<file path="src/rtl/cdm8_err_stats_pkg.sv">
// Shared widths and FSM encoding for the carry-disregard multiplier error-statistics block.
package cdm_pkg;
    localparam int OP_W   = 8;
    localparam int PROD_W = 16;
    localparam int CNT_W  = 17;
    localparam int ACC_W  = 32;

    typedef enum logic [1:0] {
        ST_IDLE  = 2'd0,
        ST_RUN   = 2'd1,
        ST_DRAIN = 2'd2,
        ST_DONE  = 2'd3
    } state_t;
endpackage

</file>
<file path="src/rtl/cdm_ed_unit.sv">
// Two registered stages: capture a/b/r, then exact product and |exact - r|.
module cdm_ed_unit
    import cdm_pkg::*;
(
    input  logic              clk,
    input  logic              rst,
    input  logic              in_valid,
    input  logic [OP_W-1:0]   a,
    input  logic [OP_W-1:0]   b,
    input  logic [PROD_W-1:0] r,
    output logic              out_valid,
    output logic [PROD_W-1:0] ed,
    output logic [OP_W-1:0]   ed_a,
    output logic [OP_W-1:0]   ed_b,
    output logic              s0_busy
);
    localparam int STAGES = 2;

    logic [STAGES:1]     vld_pipe;
    logic [OP_W-1:0]     s0_a, s0_b;
    logic [PROD_W-1:0]   s0_r;
    logic [PROD_W-1:0]   prod;
    logic signed [PROD_W:0] diff;
    logic [PROD_W-1:0]   mag;

    assign prod = PROD_W'(s0_a) * PROD_W'(s0_b);
    // r may exceed 255*255, so the difference needs the extra sign bit.
    assign diff = $signed({1'b0, prod}) - $signed({1'b0, s0_r});
    assign mag  = diff[PROD_W] ? PROD_W'(-diff) : diff[PROD_W-1:0];

    always_ff @(posedge clk or posedge rst) begin
        if (rst) begin
            vld_pipe <= '0;
            s0_a     <= '0;
            s0_b     <= '0;
            s0_r     <= '0;
            ed       <= '0;
            ed_a     <= '0;
            ed_b     <= '0;
        end else begin
            vld_pipe <= {vld_pipe[STAGES-1:1], in_valid};
            if (in_valid) begin
                s0_a <= a;
                s0_b <= b;
                s0_r <= r;
            end
            if (vld_pipe[1]) begin
                ed   <= mag;
                ed_a <= s0_a;
                ed_b <= s0_b;
            end
        end
    end

    assign out_valid = vld_pipe[STAGES];
    assign s0_busy   = vld_pipe[1];
endmodule

</file>
<file path="src/rtl/cdm8_err_stats.sv">
// Run-length FSM, accept counter and error accumulators (ER/MED/WCE source data).
module cdm8_err_stats
    import cdm_pkg::*;
#(
    parameter int N_SAMPLES = 65536
) (
    input  logic              clk,
    input  logic              rst,
    input  logic              start,
    input  logic              in_valid,
    output logic              in_ready,
    input  logic [OP_W-1:0]   a,
    input  logic [OP_W-1:0]   b,
    input  logic [PROD_W-1:0] r,
    output logic              busy,
    output logic              done,
    output logic [CNT_W-1:0]  sample_cnt,
    output logic [CNT_W-1:0]  err_cnt,
    output logic [ACC_W-1:0]  sum_ed,
    output logic [PROD_W-1:0] max_ed,
    output logic [OP_W-1:0]   max_a,
    output logic [OP_W-1:0]   max_b
);
    state_t             state, state_nxt;
    logic [CNT_W-1:0]   acc_cnt;
    logic               accept, last_acc, start_ok;
    logic               ed_vld, s0_busy;
    logic [PROD_W-1:0]  ed;
    logic [OP_W-1:0]    ed_a, ed_b;

    // acc_cnt < N_SAMPLES always holds in RUN since the last accept leaves RUN.
    assign in_ready = (state == ST_RUN);
    assign accept   = in_valid & in_ready;
    assign last_acc = (acc_cnt == CNT_W'(N_SAMPLES - 1));
    assign start_ok = start & ((state == ST_IDLE) | (state == ST_DONE));
    assign busy     = (state == ST_RUN) | (state == ST_DRAIN);
    assign done     = (state == ST_DONE);

    always_comb begin
        state_nxt = state;
        case (state)
            ST_IDLE, ST_DONE: if (start)            state_nxt = ST_RUN;
            ST_RUN:           if (accept && last_acc) state_nxt = ST_DRAIN;
            // Leaving when stage 0 is empty lines DONE up with the final accumulate.
            ST_DRAIN:         if (!s0_busy)         state_nxt = ST_DONE;
            default:                                state_nxt = ST_IDLE;
        endcase
    end

    always_ff @(posedge clk or posedge rst) begin
        if (rst) begin
            state   <= ST_IDLE;
            acc_cnt <= '0;
        end else begin
            state <= state_nxt;
            if (start_ok)    acc_cnt <= '0;
            else if (accept) acc_cnt <= acc_cnt + CNT_W'(1);
        end
    end

    cdm_ed_unit u_ed (
        .clk       (clk),
        .rst       (rst),
        .in_valid  (accept),
        .a         (a),
        .b         (b),
        .r         (r),
        .out_valid (ed_vld),
        .ed        (ed),
        .ed_a      (ed_a),
        .ed_b      (ed_b),
        .s0_busy   (s0_busy)
    );

    always_ff @(posedge clk or posedge rst) begin
        if (rst) begin
            sample_cnt <= '0;
            err_cnt    <= '0;
            sum_ed     <= '0;
            max_ed     <= '0;
            max_a      <= '0;
            max_b      <= '0;
        end else if (start_ok) begin
            sample_cnt <= '0;
            err_cnt    <= '0;
            sum_ed     <= '0;
            max_ed     <= '0;
            max_a      <= '0;
            max_b      <= '0;
        end else if (ed_vld) begin
            sample_cnt <= sample_cnt + CNT_W'(1);
            if (ed != '0) err_cnt <= err_cnt + CNT_W'(1);
            sum_ed <= sum_ed + ACC_W'(ed);
            // Strict compare: first sample reaching the maximum keeps its operands.
            if (ed > max_ed) begin
                max_ed <= ed;
                max_a  <= ed_a;
                max_b  <= ed_b;
            end
        end
    end
endmodule

</file>
<file path="config.mk">
export PLATFORM = sky130hd
export DESIGN_NAME = cdm8_err_stats
export DESIGN_NICKNAME = d
export VERILOG_FILES = /design/src/rtl/cdm8_err_stats_pkg.sv /design/src/rtl/cdm_ed_unit.sv /design/src/rtl/cdm8_err_stats.sv
export SDC_FILE = /design/constraint.sdc
export NUM_CORES = 1
export LEC_CHECK = 0
export CORE_ASPECT_RATIO = 0.7
export CORE_MARGIN = 3
export CORE_UTILIZATION = 46
export CTS_CLUSTER_DIAMETER = 40
export CTS_CLUSTER_SIZE = 24
export DETAILED_ROUTE_END_ITERATION = 8
export PLACE_DENSITY_LB_ADDON = 0.12
export SLEW_MARGIN = 5
export SYNTH_ARGS = -nofsm -noshare
export SYNTH_HDL_FRONTEND = slang
export SYNTH_HIERARCHICAL = 1
export SYNTH_SLANG_ARGS = --single-unit
</file>
<file path="constraint.sdc">
create_clock -name clk -period 10.4 [get_ports clk]
set_clock_uncertainty 0.15 [all_clocks]
set_input_delay 3.12 -clock clk [delete_from_list [all_inputs] [get_ports clk]]
set_output_delay 3.12 -clock clk [all_outputs]
set_load 0.02 [all_outputs]
</file>
-- Word level (Yosys, flattened, before mapping)
Index checks and enable logic that the tools add are counted.
W data, S select, Z words.
- bits in registers: 183
- input bits: 36
- output and inout bits: 101
- word-level logic and storage cells: 68
- add/sub/neg operators: 6
- multipliers: 1
- $lt $le $gt $ge: 1
- equality and inequality tests: 7
- multiplexer cells: 23
- bitwise logic cells: 4
- reductions and logical operators: 11
- operators with widths (cell ; number):
    $mux W17 ; 7
    $mux W16 ; 4
    $mux W32 ; 2
    $add A17 B1 Y17 const B ; 3
    $mux W8 ; 6
    $add A32 B16 Y32 ; 1
    $eq A17 B16 Y1 const B ; 1
    $sub A16 B16 Y17 ; 1
    $gt A16 B16 Y1 ; 1
    $mul A8 B8 Y16 ; 1
    $neg A16 Y16 ; 1
    $reduce_bool A16 Y1 ; 1
    $reduce_bool A2 Y1 ; 4
    $mux W2 ; 3
    $pmux W2 S3 ; 1
    $eq A2 B2 Y1 const B ; 2
    $ne A2 B2 Y1 const B ; 2
    $reduce_and A2 Y1 ; 2
    $reduce_and A3 Y1 ; 1
    $and A1 B1 Y1 ; 2
    $eq A2 B1 Y1 const B ; 1
    $logic_not A2 Y1 ; 1
    $ne A2 B1 Y1 const B ; 1
    $or A1 B1 Y1 ; 2
    other kinds (2) ; 2

-- Longest topological paths before layout
- depth after elaboration: 5
- mapped depth: 20
- depth with buffers taken out: 18

-- Modules after synthesis
The synthesis kept the hierarchy.
- by module, submodules not included (module ; times used ; cells an instance ; area each (µm²)):
    cdm8_err_stats ; 1 ; 685 ; 6478.7
    cdm_ed_unit ; 1 ; 575 ; 5639.2

-- Worst setup path before layout
Ideal clock, no wire load.
- kind: register to register
- from: register u_ed.s0_b[7]
- to: register u_ed.ed[15]
- setup time: 0.069 ns
- arrival time: 4.769 ns
- required time: 10.181 ns
- setup slack: 5.412 ns
- cell stages (with the launch flop): 18
- path through: dfrtp_1 -> clkbuf_1 -> and2_1 -> fa_1 -> fa_1 -> fa_1 -> inv_1 -> fa_1 -> inv_1 -> ha_1 -> a2111oi_0 -> o21ai_1 -> nand3_1 -> nand4b_1 -> nor3b_2 -> nand3_1 -> or4_1 -> nand3_1
- cells in the longest elaborated chain, start to end: 4
- ends and longest elaborated chain (what ; line ; text):
    start, declared ; cdm_ed_unit.sv:20 ; logic [OP_W-1:0] s0_a, s0_b;
    start signal, assigned ; cdm_ed_unit.sv:35 ; s0_b <= '0;
    start signal, assigned ; cdm_ed_unit.sv:44 ; s0_b <= b;
    $mul A8 B8 Y16 * ; cdm_ed_unit.sv:26 ; assign prod = PROD_W'(s0_a) * PROD_W'(s0_b);
    $sub A16 B16 Y17 * ; cdm_ed_unit.sv:28 ; assign diff = $signed({1'b0, prod}) - $signed({1'b0, s0_r});
    $neg A16 Y16 ; cdm_ed_unit.sv:29 ; assign mag = diff[PROD_W] ? PROD_W'(-diff) : diff[PROD_W-1:0];
    $mux W16 * ; cdm_ed_unit.sv:29 ;
    end signal, assigned ; cdm_ed_unit.sv:48 ; ed <= mag;
    end, declared ; cdm_ed_unit.sv:12 ; output logic [PROD_W-1:0] ed,
Mark *: on every way between the ends. The rest lies on a longest branch, timed or not.
A chain may end at the register's enable or synchronous reset.

-- Worst setup path after layout
Same ends and word-level chain as after synthesis.

==> results.sh <==
export IMPL_cts_resized=0
export IMPL_holdCritPathClass="reg -> reg"
export IMPL_yosys_warnings=6
export IMPL_dieHeight_um=142
export IMPL_finish_net_count=1548
export IMPL_r2r_slack_ps=4830
export IMPL_fp_dieW_um=200
export IMPL_vias=9123
export IMPL_gr_usage_all_layers=0.214
export IMPL_achievable_frequency_ghz=0.180
export IMPL_cts_tree="done"
export IMPL_setup_tns_ps=0
export IMPL_routed_wl_um=29200
export IMPL_synth_top_family_by_area="adder cells"
export IMPL_final_cell_mix="dfrtp_1 (183), clkdlybuf4s50_1 (136), inv_1 (124), nor2_1 (123), nand2_1 (113)"
export IMPL_synthesis_area_um2=12100
export IMPL_io_pins=137
export IMPL_layout_setup_ws_ps=4830
export IMPL_final_hold_viol_count=0
export IMPL_syn_area_per_cell_um2=9.62
export IMPL_clockRootBuffer="clkbuf_16"
export IMPL_synthFlopType="dfrtp_1"
export IMPL_routedWlPerCell_um=16.7
export IMPL_synthAdderAreaFrac=0.170
export IMPL_drive_above_1_share=0.0791
export IMPL_dp_hpwl_um=21400
export IMPL_insertion_delay_ps=440
export IMPL_critPathLaunchType="register"
export IMPL_crit_chain="and2_1 -> fa_1 -> fa_1 -> fa_1 -> inv_1 -> fa_1 -> inv_1 -> ha_1 -> a2111oi_0 -> o21ai_1 -> nand3_1 -> nand4b_1 -> nor3b_2 -> nand3_1 -> or4_1 -> nand3_1"
export IMPL_hold_start="u_ed/ed_b[2]"
export IMPL_syn_num_nets=1430
export IMPL_post_place_ws_ps=4880
export IMPL_synth_simple_gate_area_share=0.168
export IMPL_cp_arrival_ps=5790
export IMPL_crit_family="adder cells"
export IMPL_cts_buffers=17
export IMPL_dr_pass1_iters=5
export IMPL_std_cell_rows=49
export IMPL_ctsHoldBuffers=0
export IMPL_tightest_slew_ps=1030
export IMPL_yosys_mux_area_fraction=0.0613
export IMPL_grt_setup_unrepaired="no"
export IMPL_holdPathEnd="max_b[2]"
export IMPL_diodes=0
export IMPL_r2r_worst_path_cells=16
export IMPL_path_clk_slew_ps=70
export IMPL_synth_compound_area_share=0.105
export IMPL_synth_cells=1260
export IMPL_required_ps=10620
export IMPL_synth_cell_type_count=77
export IMPL_setup_viol=0
export IMPL_synth_edff_count=0
export IMPL_final_period_utilization=0.535
export IMPL_grt_overflow_total=0
export IMPL_post_cts_setup_buffers=0
export IMPL_crit_slowest_cell="fa_1"
export IMPL_grt_pass1_vias=9154
export IMPL_synthToLayoutAreaGrowth_pct=18.9
export IMPL_drc=0
export IMPL_crit_top_cell="fa_1"
export IMPL_cts_max_level=4
export IMPL_grt_max_degree=95
export IMPL_antenna_left=0
export IMPL_drv_cap=0
export IMPL_r2r_end="u_ed/ed[15]"
export IMPL_via_per_inst=5.22
export IMPL_final_max_slew_viol_count=0
export IMPL_ys_seq_area_frac=0.378
export IMPL_hold_path_depth=2
export IMPL_antenna_found_initial=0
export IMPL_crit_type="reg -> reg"
export IMPL_end_kind="register"
export IMPL_drt_iter0_drc=568
export IMPL_worst_r2r_startpoint="u_ed/s0_b[7]"
export IMPL_synth_seq_cells=183
export IMPL_crit_buf_inv=2
export IMPL_max_slew_margin_rel=0.315
export IMPL_async_flop_share=1.00
export IMPL_cts_sinks=183
export IMPL_start_util=0.469
export IMPL_gp_congestion=0.911
export IMPL_slowest_delay_ps=570
export IMPL_synth_xor_area_frac=0.0627
export IMPL_crit_fanout=10
export IMPL_period_needed_ps=5570
export IMPL_status="finished clean"
export IMPL_die_area_um2=28400
export IMPL_grt_pass1_wl_um=48400
export IMPL_cts_buffer_depth=2
export IMPL_final_common_cell="dfrtp_1"
export IMPL_io_buffers=136
export IMPL_design_core_area_um2=25800
## metal layers
metal	global-route usage	wire length [um]	vias to the layer above
met5	0	0	-
met1	0.335	15200	4447
met2	0.302	12200	197
met3	0.0479	1510	24
met4	0.0477	333	0
li1	-	-	4455
## through the flow
| step | hold slack (ps) | area [um2] | std cells | utilization |
|---|---|---|---|---|
| floorplan | 223 | 12100 | 1260 | - |
| global placement | 328 | 13800 | 1716 | 0.535 |
| detailed placement | 337 | 13800 | 1716 | 0.535 |
| CTS | 359 | 14400 | 1748 | 0.558 |
| global route | 383 | 14400 | 1748 | 0.558 |
| finish | 357 | 14400 | 1748 | 0.558 |
## worst reg2reg max path: stages (launching register included)
cell and delay, ps:
dfrtp_1 520, and2_1 250, fa_1 490, fa_1 530
fa_1 570, inv_1 60, fa_1 520, inv_1 40
ha_1 360, a2111oi_0 460, o21ai_1 230, nand3_1 150
nand4b_1 140, nor3b_2 310, nand3_1 140, or4_1 490
nand3_1 90
## worst max path at each step
stage | slack [ps] | cells after the start | endpoint | startpoint
floorplan | 4030 | 1 | acc_cnt[0] | rst
global placement | 4920 | 9 | acc_cnt[14] | in_valid
detailed placement | 4880 | 9 | acc_cnt[14] | in_valid
CTS | 4920 | 16 | u_ed/ed[15] | u_ed/s0_b[7]
global route | 4520 | 17 | u_ed/ed[3] | u_ed/s0_b[7]
finish | 4830 | 16 | u_ed/ed[15] | u_ed/s0_b[7]
## synth_stat cells, types with 6 or more instances
| cell | instances | area [um2] |
|---|---|---|
| and2_1 | 47 | 294 |
| ha_1 | 83 | 1040 |
| nand2_1 | 113 | 424 |
| nor2_1 | 123 | 462 |
| or3_1 | 10 | 62.6 |
| dfrtp_1 | 183 | 4580 |
| a211oi_1 | 7 | 52.6 |
| o21ai_0 | 58 | 290 |
| o21ai_1 | 9 | 45.0 |
| mux2_2 | 42 | 473 |
| nor3_1 | 19 | 95.1 |
| nor2b_1 | 10 | 62.6 |
| xor2_1 | 48 | 420 |
| mux2i_1 | 27 | 270 |
| and3_1 | 18 | 113 |
| clkbuf_1 | 36 | 135 |
| inv_1 | 126 | 473 |
| xnor2_1 | 35 | 307 |
| nor4_1 | 6 | 37.5 |
| a21oi_1 | 53 | 265 |
| fa_1 | 51 | 1020 |
| nand3_1 | 39 | 195 |
| nand4_1 | 17 | 106 |
| a21o_1 | 13 | 97.6 |
## kinds of logic after synthesis
kind of cell | after synthesis
AOI/OAI and AO/OA | 190
adders and majority gates | 134
buffers and inverters | 173
muxes | 69
and+or+nand+nor | 426
DFF | 183
xor gates and xnor gates | 85
## cell type report
type / instances / area [um2]
Fill cell: 2292 / 11400
Timing Repair Buffer: 144 / 1420
Sequential cell: 183 / 4580
Tap cell: 357 / 447
Clock inverter: 15 / 168
Inverter: 128 / 483
Multi-Input combinational cell: 904 / 6890
Clock buffer: 17 / 425
## registers in the layout (all words and copies together) (netlist names)
signal,cells
sum_ed,32
acc_cnt,17
err_cnt,17
sample_cnt,17
max_ed,16
u_ed/ed,16
u_ed/s0_r,16
max_a,8
max_b,8
u_ed/ed_a,8
u_ed/ed_b,8
u_ed/s0_a,8
u_ed/s0_b,8
state,2
u_ed/vld_pipe,2
Power is not shown: default switching activity piles up to over one toggle a cycle in this logic, so the estimate is an artifact.
